### src/rtl/clct_pid_monitor.sv
// Per-code occupancy monitor for the 5-bit CLCT pattern ID: 32 saturating live
// counters with a lossless snapshot sweep into a VME-readable shadow bank.

module clct_pid_cell #(
    parameter int CNT_W = 16
) (
    input  logic             clock,
    input  logic             reset_n,
    input  logic             clr,
    input  logic             inc,
    input  logic             cpy,
    output logic [CNT_W-1:0] shadow
);
    logic [CNT_W-1:0] cnt;

    always_ff @(posedge clock or negedge reset_n) begin
        if (!reset_n) begin
            cnt    <= '0;
            shadow <= '0;
        end else if (clr) begin
            cnt <= '0;
        end else if (cpy) begin
            // An event landing on the swept code opens the next interval at 1
            shadow <= cnt;
            cnt    <= inc ? CNT_W'(1) : '0;
        end else if (inc && cnt != {CNT_W{1'b1}}) begin
            cnt <= cnt + CNT_W'(1);
        end
    end
endmodule

module clct_pid_monitor #(
    parameter int CNT_W = 16,
    parameter int TOT_W = 24
) (
    input  logic             clock,
    input  logic             reset_n,
    input  logic             pid_valid,
    input  logic [4:0]       pid_in,
    input  logic             cnt_clear,
    input  logic             snap_req,
    input  logic [4:0]       rd_adr,
    output logic [CNT_W-1:0] rd_data,
    output logic [TOT_W-1:0] tot_cnt,
    output logic             snap_busy,
    output logic             snap_done,
    output logic             snap_valid,
    output logic             err_lct1_only
);
    localparam int NUM_CODES = 32;

    typedef enum logic {IDLE, COPY} state_t;

    state_t     state_q, state_d;
    logic [4:0] idx_q, idx_d;
    logic       done_d, valid_d;
    logic       ev_ok, copy_en;

    logic [NUM_CODES-1:0][CNT_W-1:0] shadow;

    assign ev_ok     = pid_valid && !cnt_clear;
    assign copy_en   = (state_q == COPY) && !cnt_clear;
    assign snap_busy = (state_q == COPY);

    for (genvar i = 0; i < NUM_CODES; i++) begin : g_cell
        clct_pid_cell #(.CNT_W(CNT_W)) u_cell (
            .clock   (clock),
            .reset_n (reset_n),
            .clr     (cnt_clear),
            .inc     (ev_ok && pid_in == 5'(i)),
            .cpy     (copy_en && idx_q == 5'(i)),
            .shadow  (shadow[i])
        );
    end

    always_comb begin
        state_d = state_q;
        idx_d   = idx_q;
        done_d  = 1'b0;
        valid_d = snap_valid;
        if (cnt_clear) begin
            // Abort leaves a partial bank behind; snap_valid is already low in COPY
            state_d = IDLE;
            idx_d   = '0;
        end else begin
            case (state_q)
                IDLE: if (snap_req) begin
                    state_d = COPY;
                    idx_d   = '0;
                    valid_d = 1'b0;
                end
                COPY: begin
                    idx_d = idx_q + 5'd1;
                    if (idx_q == 5'd31) begin
                        state_d = IDLE;
                        done_d  = 1'b1;
                        valid_d = 1'b1;
                    end
                end
                default: state_d = IDLE;
            endcase
        end
    end

    always_ff @(posedge clock or negedge reset_n) begin
        if (!reset_n) begin
            state_q    <= IDLE;
            idx_q      <= '0;
            snap_done  <= 1'b0;
            snap_valid <= 1'b0;
        end else begin
            state_q    <= state_d;
            idx_q      <= idx_d;
            snap_done  <= done_d;
            snap_valid <= valid_d;
        end
    end

    always_ff @(posedge clock or negedge reset_n) begin
        if (!reset_n) begin
            tot_cnt       <= '0;
            err_lct1_only <= 1'b0;
        end else if (cnt_clear) begin
            tot_cnt       <= '0;
            err_lct1_only <= 1'b0;
        end else if (pid_valid) begin
            if (tot_cnt != {TOT_W{1'b1}})
                tot_cnt <= tot_cnt + TOT_W'(1);
            if (pid_in == 5'd30)
                err_lct1_only <= 1'b1;
        end
    end

    always_ff @(posedge clock or negedge reset_n) begin
        if (!reset_n) rd_data <= '0;
        else          rd_data <= shadow[rd_adr];
    end
endmodule

### config.mk
export PLATFORM = sky130hd
export DESIGN_NAME = clct_pid_monitor
export DESIGN_NICKNAME = d
export VERILOG_FILES = /design/src/rtl/clct_pid_monitor.sv
export SDC_FILE = /design/constraint.sdc
export NUM_CORES = 2
export LEC_CHECK = 0
export CAP_MARGIN = 15
export CORE_ASPECT_RATIO = 1.2
export CORE_MARGIN = 1.5
export CORE_UTILIZATION = 60
export CTS_BUF_LIST = sky130_fd_sc_hd__clkbuf_2
export DETAILED_ROUTE_END_ITERATION = 16
export DONT_BUFFER_PORTS = 1
export GPL_ROUTABILITY_DRIVEN = 0
export MAX_ROUTING_LAYER = met4
export PLACE_DENSITY = 0.79
export SLEW_MARGIN = 15
export SYNTH_ARGS = -nofsm -noshare
export SYNTH_HDL_FRONTEND = slang
export SYNTH_SLANG_ARGS = --single-unit
### constraint.sdc
create_clock -name clock -period 2.3 [get_ports clock]
set_input_delay 0.575 -clock clock [delete_from_list [all_inputs] [get_ports clock]]
set_output_delay 0.575 -clock clock [all_outputs]
set_load 0.005 [all_outputs]
==> flow_metrics.tcl <==
set metrics [dict create \
    whs_ns -0.139 \
    core_region_area_mm2 0.0880 \
    finalHoldViolations 151 \
    start_util_pct 60.7 \
    cts_tree "built" \
    fin_crit_sh_pct 116 \
    cp_max_fo 4 \
    syn_nets 4985 \
    synthCells 4931 \
    synth-seq-cells 1073 \
    drive_above_1_share_pct 25.7 \
    cts_buffer_depth 4 \
    io_pins 59 \
    design_area_mm2 0.0605 \
    cp_slowest_cell "dfrtp_1" \
    critical_path_buf_inv_count 1 \
    p_leak_nw 26.9 \
    irDropWorstVdd_mv 0.431 \
    grt_pass1_vias 42200 \
    wl_per_cell_um 22.5 \
    rsz0062_at_grt "true" \
    synth_edf_count 0 \
    dr.first_iter.drc_count 4399 \
    critPathKind "reg -> out" \
    startpoint_type "register" \
    synthDistinctLibCells 75 \
    async_flop_share_pct 100 \
    powerDensity_mw_per_mm2 547 \
    tightest_slew_ns 1.10 \
    nFillCells 6313 \
    clk_latency_ns 1.57 \
    dieArea_mm2 0.0909 \
    crit_required_ns 1.73 \
    synth_area_per_cell_um2 10.8 \
    slew_violations 0 \
    outcome "finished with violations" \
    clock_sinks 1073 \
    final_common_cell "dfrtp_1" \
    slowest_delay_ns 0.42 \
    drt_pass1_iterations 7 \
    maxCapViolations 0 \
    place_area_mm2 0.0567 \
    path_cells "buf_6" \
    antenna_found_initial 9 \
    cp.arrival_ns 2.08 \
    clock_skew_ns 0.192 \
    cts_made_buffers 281 \
    ys.flop_type "dfrtp_1" \
    grt_max_degree 1074 \
    routed_wl_um 151000 \
    portBuffers 0 \
    die_y_um 330 \
    overflow 0 \
    setup_viol 48 \
    netlist_area_mm2 0.0534 \
    finalPower_mw 33.0 \
    fp.dieW_um 275 \
    cts-root-buf "clkbuf_2" \
    vias 43000 \
    viasPerCell 6.38 \
    grt_usage_pct 34.8 \
    dp_hpwl_um 103000 \
    violations "hold timing, setup timing" \
    ys_seq_area_share_pct 50.2 \
    fmax_mhz 376 \
    post-route-drc-count 0 \
    fin_nets 5453 \
    clkTransAtPathRegs_ns 0.11 \
    synth_warnings 0 \
    syn2layout_area_growth_pct 13.1 \
    crit_family "flip-flops" \
    htreeDepth 5 \
    final_cell_mix "dfrtp_1, mux2_2, nand2_1" \
    ant_nets 0 \
    worst_setup_path_end_kind "primary output" \
    timing.final.crit_period_ns 2.66 \
    rows 119 \
    slew_headroom_pct 26.4 \
    grt_first_pass_wirelength_um 236000 \
    hp-class "in -> async" \
    fin_ws_ns -0.359 \
]
-- metrics by stage --
stage	setup TNS, ns	setup slack [ns]	utilization (%)	cells
floorplan	-8.42	-0.140	-	4931
global placement	-5.58	-0.281	64.4	6146
detailed placement	-9.16	-0.312	64.4	6146
CTS	-16.04	-0.504	68.3	6716
global route	-14.75	-0.457	68.7	6739
finish	-10.61	-0.359	68.7	6740
-- kinds of logic (layout without fill, tap and decap cells) --
logic type | after synthesis | count (layout) | share of synthesized area [%]
multiplexers | 627 | 627 | 15.5
AO/OA/AOI/OAI | 657 | 657 | 7.77
buffers and inverters | 311 | 962 | 2.28
flip-flops | 1073 | 1073 | 50.2
other | 0 | 9 | 0
AND/OR/NAND/NOR | 1905 | 1905 | 18.1
XOR/XNOR | 319 | 319 | 5.23
adder cells (fa/ha/maj) | 39 | 39 | 0.913
-- final cells by class --
| cell class | count | area, um^2 | share of cell area, % |
|---|---|---|---|
| Antenna cell | 9 | 22.5 | 0.0372 |
| Clock buffer | 381 | 1910 | 3.15 |
| Clock inverter | 85 | 417 | 0.689 |
| Inverter | 67 | 251 | 0.416 |
| Multi-Input combinational cell | 3547 | 25600 | 42.4 |
| Sequential cell | 1073 | 26900 | 44.4 |
| Tap cell | 1149 | 1440 | 2.38 |
| Timing Repair Buffer | 429 | 3930 | 6.50 |
-- per-layer routing --
metal | vias to the layer above | share of wire (%) | track usage [%]
met5 | - | 0 | -
met4 | 0 | 6.9 | 22.4
met3 | 580 | 9.3 | 8.95
met2 | 2073 | 46 | 51.5
met1 | 21200 | 38 | 42.5
li1 | 19200 | - | -
-- synthesized netlist by cell type (7+ instances only) --
master	n	area, um^2
dfrtp_1	1073	26900
mux2_2	478	5380
nand2_1	452	1700
nor2_1	434	1630
xnor2_1	245	2150
nand3_1	238	1190
clkbuf_1	198	743
a21oi_1	191	956
o21ai_0	155	776
nand4_1	133	832
nor4_1	113	707
mux4_2	112	2520
nor3_1	104	521
or3_1	81	507
xor2_1	74	648
a211oi_1	68	510
inv_1	66	248
and3_1	65	407
and4_1	61	534
ha_1	39	488
mux2i_1	37	370
or4_1	35	263
o211ai_1	34	255
and2_1	29	181
nor2b_1	29	181
a31oi_1	28	175
nand2b_1	28	175
buf_2	27	135
a2111oi_0	26	228
nor4b_1	25	219
or2_2	22	138
nor3b_1	20	150
o221ai_1	18	158
buf_1	17	63.8
o31ai_1	17	128
a22oi_1	16	120
o21a_1	15	113
o2111ai_1	12	105
a21o_1	11	82.6
o21ai_1	10	50.1
o41ai_1	8	70.1
a31o_2	7	61.3
-- flip-flops by register name (all words and copies together), names as in the netlist --
register              count
tot_cnt                  24
idx_q                     5
snap_valid                1
rd_data                  16
snap_busy                 1
g_cell.u_cell.shadow    512
snap_done                 1
g_cell.u_cell.cnt       512
err_lct1_only             1
-- path summary, 6_finish.rpt --
check / start / to / slack, ns / cells after the start
setup reg to reg: g_cell[9].u_cell.shadow[10] / rd_data[10] / 0.04 / 7
hold / removal: reset_n / g_cell[29].u_cell.shadow[0] / -0.14 / 2
setup / recovery: tot_cnt[13] / tot_cnt[13] / -0.36 / 1
hold reg to reg: g_cell[27].u_cell.shadow[9] / g_cell[27].u_cell.shadow[9] / 0.49 / 2
min in group clock: rd_adr[1] / rd_data[4] / 0.12 / 4
max in group asynchronous: reset_n / g_cell[23].u_cell.cnt[10] / 0.33 / 4
-- power by group --
group,switching [mW],internal (mW)
Sequential,0.0452,18.9
Clock,7.91,4.81
Combinational,1.01,0.393
-- timing repair --
action                                 in CTS  in global routing
setup endpoints to repair                  47                 60
cloned                                      0                  0
pin swaps                                   0                  2
endpoints found under the hold margin    2138                333
buffers inserted                            3                  7
hold buffers                              101                  2
resized for setup                          20                 27
(Power assumes the default switching activity.)
